`src/rtl/arcade_input_conditioner.sv`:
```
// Input conditioner between the key/joystick mapper and an arcade core's active-low buttons:
// synchronises and debounces every control, and shapes each coin key into one fixed-length credit pulse.
//
// Coin channel states:
//   state      | meaning
//   C_IDLE     | armed, waiting for a debounced coin press
//   C_PULSE    | coin_n_o held low for COIN_TICKS ticks
//   C_WAIT_REL | pulse done, waiting for the debounced coin release
//   C_GAP      | re-arm gap of COIN_GAP ticks, presses ignored
module arcade_input_conditioner #(
    parameter int TICK_DIV   = 20000,
    parameter int NBUT       = 16,
    parameter int DEB_TICKS  = 4,
    parameter int COIN_TICKS = 50,
    parameter int COIN_GAP   = 50
) (
    input  logic            clk_sys,
    input  logic            res_n_i,
    input  logic [NBUT-1:0] btn_i,
    input  logic [1:0]      coin_i,
    output logic [NBUT-1:0] btn_n_o,
    output logic [1:0]      coin_n_o,
    output logic [1:0]      coin_busy_o,
    output logic            tick_o
);

    localparam int NCH  = NBUT + 2;
    localparam int PW   = (TICK_DIV > 1) ? $clog2(TICK_DIV) : 1;
    localparam int DW   = $clog2(DEB_TICKS + 1);
    localparam int CMAX = (COIN_TICKS > COIN_GAP) ? COIN_TICKS : COIN_GAP;
    localparam int CW   = (CMAX > 1) ? $clog2(CMAX) : 1;

    localparam logic [PW-1:0] PRE_LAST  = PW'(TICK_DIV - 1);
    localparam logic [DW-1:0] DEB_LAST  = DW'(DEB_TICKS - 1);
    localparam logic [CW-1:0] PULSE_LAST = CW'(COIN_TICKS - 1);
    localparam logic [CW-1:0] GAP_LAST  = CW'(COIN_GAP - 1);

    typedef enum logic [1:0] {
        C_IDLE     = 2'd0,
        C_PULSE    = 2'd1,
        C_WAIT_REL = 2'd2,
        C_GAP      = 2'd3
    } coin_state_t;

    // Reset asserts immediately but releases two clk_sys edges later, in step with the clock.
    logic [1:0] rst_sync;
    logic       rst_n;

    always_ff @(posedge clk_sys or negedge res_n_i) begin
        if (!res_n_i) begin
            rst_sync <= 2'b00;
        end else begin
            rst_sync <= {rst_sync[0], 1'b1};
        end
    end

    assign rst_n = rst_sync[1];

    logic [PW-1:0] pre_cnt;
    logic          tick;

    always_ff @(posedge clk_sys or negedge rst_n) begin
        if (!rst_n) begin
            pre_cnt <= '0;
        end else if (tick) begin
            pre_cnt <= '0;
        end else begin
            pre_cnt <= pre_cnt + PW'(1);
        end
    end

    assign tick   = (pre_cnt == PRE_LAST);
    assign tick_o = tick;

    logic [NCH-1:0] raw;
    logic [NCH-1:0] sync_a;
    logic [NCH-1:0] sync_b;

    assign raw = {coin_i, btn_i};

    always_ff @(posedge clk_sys or negedge rst_n) begin
        if (!rst_n) begin
            sync_a <= '0;
            sync_b <= '0;
        end else begin
            sync_a <= raw;
            sync_b <= sync_a;
        end
    end

    logic [NCH-1:0] stable;

    for (genvar g = 0; g < NCH; g++) begin : g_deb
        logic          stb;
        logic [DW-1:0] cnt;

        always_ff @(posedge clk_sys or negedge rst_n) begin
            if (!rst_n) begin
                stb <= 1'b0;
                cnt <= '0;
            end else if (tick) begin
                if (sync_b[g] == stb) begin
                    cnt <= '0;
                end else if (cnt == DEB_LAST) begin
                    stb <= ~stb;
                    cnt <= '0;
                end else begin
                    cnt <= cnt + DW'(1);
                end
            end
        end

        assign stable[g] = stb;
    end

    assign btn_n_o = ~stable[NBUT-1:0];

    for (genvar c = 0; c < 2; c++) begin : g_coin
        coin_state_t   state;
        coin_state_t   state_nx;
        logic [CW-1:0] cnt;
        logic [CW-1:0] cnt_nx;
        logic          cdb;

        assign cdb = stable[NBUT+c];

        always_ff @(posedge clk_sys or negedge rst_n) begin
            if (!rst_n) begin
                state <= C_IDLE;
                cnt   <= '0;
            end else begin
                state <= state_nx;
                cnt   <= cnt_nx;
            end
        end

        // A release during the pulse is seen in WAIT_REL and leaves on the next cycle.
        always_comb begin
            state_nx = state;
            cnt_nx   = cnt;
            case (state)
                C_IDLE: begin
                    if (cdb) begin
                        state_nx = C_PULSE;
                        cnt_nx   = '0;
                    end
                end
                C_PULSE: begin
                    if (tick) begin
                        if (cnt == PULSE_LAST) begin
                            state_nx = C_WAIT_REL;
                        end else begin
                            cnt_nx = cnt + CW'(1);
                        end
                    end
                end
                C_WAIT_REL: begin
                    if (!cdb) begin
                        state_nx = C_GAP;
                        cnt_nx   = '0;
                    end
                end
                C_GAP: begin
                    if (tick) begin
                        if (cnt == GAP_LAST) begin
                            state_nx = C_IDLE;
                        end else begin
                            cnt_nx = cnt + CW'(1);
                        end
                    end
                end
                default: begin
                    state_nx = C_IDLE;
                    cnt_nx   = '0;
                end
            endcase
        end

        // Decoded straight from the state flop so an asynchronous reset lifts the pulse at once.
        assign coin_n_o[c]    = (state != C_PULSE);
        assign coin_busy_o[c] = (state != C_IDLE);
    end

endmodule
```
`config.mk`:
```
export PLATFORM = sky130hd
export DESIGN_NAME = arcade_input_conditioner
export DESIGN_NICKNAME = d
export VERILOG_FILES = /design/src/rtl/arcade_input_conditioner.sv
export SDC_FILE = /design/constraint.sdc
export NUM_CORES = 1
export LEC_CHECK = 0
export CAP_MARGIN = 0
export CORE_MARGIN = 2
export CORE_UTILIZATION = 45
export CTS_BUF_LIST = sky130_fd_sc_hd__clkbuf_8
export DETAILED_ROUTE_END_ITERATION = 10
export GPL_TIMING_DRIVEN = 0
export PLACE_DENSITY = 0.72
export SLEW_MARGIN = 20
export SYNTH_ARGS = -nofsm -noshare
export SYNTH_HDL_FRONTEND = slang
export SYNTH_SLANG_ARGS = --single-unit
```
`constraint.sdc`:
```
create_clock -name clk_sys -period 4.3 [get_ports clk_sys]
set_clock_uncertainty 0.15 [all_clocks]
set_input_delay 0.86 -clock clk_sys [delete_from_list [all_inputs] [get_ports clk_sys]]
set_output_delay 0.86 -clock clk_sys [all_outputs]
set_load 0.05 [all_outputs]
```
Word level (Yosys, flattened, before mapping):

Index checks and enable logic that the tools add are counted.

* register bits: 141
* input port bits: 20
* output and inout port bits: 21
* logic and storage cells: 254

* $add $sub $neg: 21
* equality and inequality tests: 63
* mux-type cells: 61
* bitwise gates (word level): 37
* reduce and logical (&&, ||, !) cells: 28

Operators with widths (number)
* 2-to-1 mux 3 bit: 36
* adder 3 x 1 -> 3 bit, second input constant: 18
* == test 3 x 2 -> 1 bit, second input constant: 18
* AND reduction 3 bit: 18
* 2-to-1 mux 6 bit: 8
* inverter 1 bit: 36
* case mux 6 bit (3 select lines): 2
* != test 2 bit, second input constant: 14
* 2-to-1 mux 2 bit: 12
* == test 1 bit: 18
* inverter 16 bit: 1
* case mux 2 bit (4 select lines): 2
* adder 15 x 1 -> 15 bit, second input constant: 1
* == test 15 bit, second input constant: 1
* 2-to-1 mux 15 bit: 1
* adder 6 x 1 -> 6 bit, second input constant: 2
* == test 6 bit, second input constant: 2
* AND reduction 6 bit: 2
* == test 2 bit, second input constant: 4
* != test 2 x 1 -> 1 bit, second input constant: 4
* AND reduction 4 bit: 2
* == test 2 x 1 -> 1 bit, second input constant: 2
* zero test 2 bit: 2
* nonzero test 2 bit: 2
* OR reduction 2 bit: 2

Logic depth before layout (Yosys ltp):

* word-level depth: 4
* gate-level depth with buffers: 8
* depth with buffers taken out: 6

Least setup slack after synthesis:

No wires, ideal clock.

* path kind: reg-to-output
* start point: register pre_cnt[5]
* end point: output port tick_o
* arrival time: 1.949 ns
* data required time: 3.290 ns
* slack: 1.341 ns
* cell stages (with the launch flop): 6
* buffers on the path: 2
* cells stage by stage: dfrtp_1 -> or4b_1 -> or4_4 -> inv_1 -> buf_4 -> buf_2

* cells in the longest elaborated chain, start to end: 1

Ends and longest elaborated chain
* start, declared: line 59 `logic [PW-1:0] pre_cnt;`
* start signal, assigned: line 68 `pre_cnt <= pre_cnt + PW'(1);`
* == test 15 bit: line 72 `assign tick = (pre_cnt == PRE_LAST);`
* end, declared: line 24 `output logic tick_o`

Every way passes these cells.

Final worst setup path:

Same ends and word-level chain as after synthesis.

==> key figures <==
Status
  • Status: finished, final reports clean

Critical path
  • Worst Setup EP: tick_o
  • R2r worst-path depth: 6
  • Crit Path Class: flip-flop to output pin
  • Max incr delay on CP: around 0.56 ns
  • CP max stage cell: dlygate4sd2_1
  • CP startpoint kind: flip-flop
  • Internal reg-to-reg setup slack: roughly 1.4 ns
  • R2R Path End: g_deb[13].stb
  • Crit-path leading delay family: buffers and inverters
  • Setup crit end kind: output pin
  • FF-to-FF Start: pre_cnt[5]
  • WP depth: 6
  • CP bufs+invs: 4
  • Crit-path cells: or4b_1 -> or4_4 -> inv_1 -> buf_4 -> buf_2 -> dlygate4sd2_1
  • Worst Setup SP: pre_cnt[5]
  • Arrival time worst endpoint: between 3 and 4 ns
  • WP data required: ~3.3 ns
  • Worst-path maximum fanout: 10

Route
  • Post-Route WL: roughly 12000 µm
  • Residual DRC: 0
  • Detail Route Antenna Nets: 0
  • Vias per Instance: between 5 and 6
  • DR iter-0 viols: between 200 and 300
  • Vias: around 4400
  • Initial DRT Pass Iterations: 4
  • WL/cell: 14.1 µm

Power
  • Leak Pwr: about 3.6 nW
  • Power Dens Cells: 354 nW/µm²
  • Sequential power share: just over 50%
  • Psw: 0.543 mW
  • P_int: 2.08 mW
  • Largest vdd supply drop: about 0.28 mV
  • Net Sw Frac: about a fifth
  • Clock group share of total power: a little under half
  • Comb power frac: 2.4%

Clock tree
  • Clock sink count: ~140
  • CTS Buf Count: 17
  • Post-CTS Hold Buffers: 0
  • CTS tree: built
  • Clock Path Buffers: 2
  • Clk_lat worst skew: 0.45 ns
  • H-tree depth: 4
  • Worst-path clk slew: roughly 0.080 ns
  • Post-CTS setup buffer count: 0
  • Root buf cell: clkbuf_8

Placed design
  • GPL Wtd Cong: slightly above 0.8
  • Cells after DPL: 818
  • Detail Placement HPWL: between 8000 and 9000 µm
  • PortBufs: 40
  • Placed cell area: about 7000 µm²

Global route
  • Largest net degree at the start of global routing: 57
  • Vias in the first global route: about 4500
  • GRT overflow: 0
  • Total GRT Usage: 17.7%
  • Initial antenna violation count: 0
  • First-pass GRT wire length: approximately 21000 µm

Cells and area
  • Area Overhead vs Synth: 18.3%
  • Final Non-Filler Cells: 850
  • Final net count: slightly above 700
  • # diodes: 0
  • Layout cells sized above 1: about a tenth
  • Register Area: approximately 3500 µm²
  • Post-route cell area: ~7400 µm²
  • Final core occ: roughly 54%
  • Fillers: 1190
  • Multi-input logic area: about 2500 µm²

Die
  • DIE HEIGHT: around 120 µm
  • Die ar.: 14900 µm²
  • Die Wd: between 100 and 150 µm
  • Ports: 41
  • Rows: between 40 and 50
  • Core area: 13800 µm²
  • Initial cell density of the core: between 40 and 50%

Synthesis
  • Synth cell types: between 40 and 50
  • Syn_nets: between 600 and 700
  • Post-Syn Area per Cell: 10.5 µm²
  • Cells after Synth: 596
  • Share of flip-flops with an asynchronous set or reset: 100%
  • #FFs+latches synth: roughly 140
  • Post-synth EDFFs: 0
  • Ys flop type: dfrtp_1
  • Most frequent cell after synthesis: dfrtp_1
  • Synthesized cell area: 6270 µm²
  • Area leader, netlist: dfrtp_1
  • Top post-synthesis cells by area: dfrtp_1 56%, ha_1 6.6%, nand2_1 5.0%, nor2_1 3.7%, xnor2_1 3.2%
  • Post-synth top area share: a little under three fifths
  • YS warnings: 0
  • Share of the yosys chip area belonging to registers: 56.2%
  • Synth top cells by count: 141 x dfrtp_1, 83 x nand2_1, 62 x nor2_1

STA
  • Hold Vio Cnt, Final: 0
  • Slew margin rel.: between 50% and 60%
  • Max-slew violations: 0
  • RSZ-0062 raised after global routing: no
  • Post-route minimum period: 4.06 ns
  • Setup violations, final: 0
  • Period utilization: between 90% and 100%
  • Worst-margin pin slew: 0.611 ns
  • Fin Hold WS: about 0.13 ns
  • Max Fclk: roughly 250 MHz
  • Setup tns final: 0 ns

Hold path
  • Hold Path Class: flip-flop to asynchronous set/reset pin

Run
  • Max cap viols: 0
## flip-flops by register name (all words and copies together) (netlist names)
name and cells:
sync_b 18, rst_sync 2, g_coin.cnt 12, g_coin.cdb 2, sync_a 18, g_deb.cnt 54, g_coin.state 4, pre_cnt 15
g_deb.stb 16
## how the worst min path moves through the flow
stage                      end  slack [ns]  cells after the start
2_1_floorplan      rst_sync[1]        0.18                      0
3_3_place_gp         sync_b[8]        0.18                      0
3_5_place_dp         sync_a[6]        0.15                      0
4_1_cts        g_deb[6].cnt[1]        0.16                      0
5_1_grt              sync_a[6]        0.19                      0
6_report           pre_cnt[10]        0.13                      0
## cell type report
cell class                      instances  share of cell area (%)
Tap cell                              180                    3.04
Timing Repair Buffer                   42                    6.12
Clock inverter                         10                    2.16
Buffer                                 17                    1.38
Multi-Input combinational cell        393                    33.3
Clock buffer                           22                    4.08
Inverter                               45                    2.28
Sequential cell                       141                    47.6
## worst reg2reg max path, stage by stage, from the launching register on
cell and delay [ns]:
dfrtp_1 0.45, or4b_1 0.54, or4_4 0.53, inv_1 0.09, clkbuf_1 0.43, and3_1 0.28, mux2_2 0.34
## cells by family after synthesis
logic type / synth area share, %
xor gates and xnor gates: 4.05
and+or+nand+nor: 17.8
DFF: 56.2
buffers and inverters: 4.33
muxes: 3.53
other: 0.0598
AOI/OAI and AO/OA: 7.44
adders and majority gates: 6.58
## routing by layer
metal,GRT usage [%],part of all wire (%),up-vias
li1,-,-,2131
met1,22.2,45,2155
met2,29.3,50,87
met3,5.57,3.7,16
met4,5.75,1.3,0
met5,0,0,-
## placed cells by master, fill, tap and decap left out, drive strengths merged, types with 3 or more instances in the layout
cell and n:
a21o 3, a21oi 20, a221oi 3, a31o 3
and3 18, and4 3, buf 11, bufinv 4
clkbuf 30, clkdlybuf4s50 39, clkinv 5, dfrtp 141
ha 33, inv 46, mux2 17, mux2i 3
nand2 83, nand3 33, nand3b 3, nand4 7
nor2 62, nor2b 4, nor4 3, o21a 3
o21ai 20, o311ai 10, o31ai 3, or2 3
or3 5, or4 5, xnor2 23, xor2 6
## what timing repair did
action	4_1_cts	5_1_grt
gates resized for setup	1	0
endpoints found under the setup margin	1	0
endpoints found under the hold margin	0	0
## power by group through the flow
stage          sequential (mW)  combinational, mW  clock [mW]
2_1_floorplan             1.39             0.0172           0
3_3_place_gp              1.40             0.0361           0
3_5_place_dp              1.38             0.0632           0
4_1_cts                   1.36             0.0638        1.23
5_1_grt                   1.36             0.0702        1.29
6_report                  1.36             0.0618        1.20
## through the flow
step	power (mW)	setup WS [ns]
finish	2.62	0.243
global route	2.72	0.0849
CTS	2.66	0.194
detailed placement	1.45	0.411
global placement	1.44	0.430
floorplan	1.41	1.34
No activity file was read; power rests on OpenSTA's default activity.
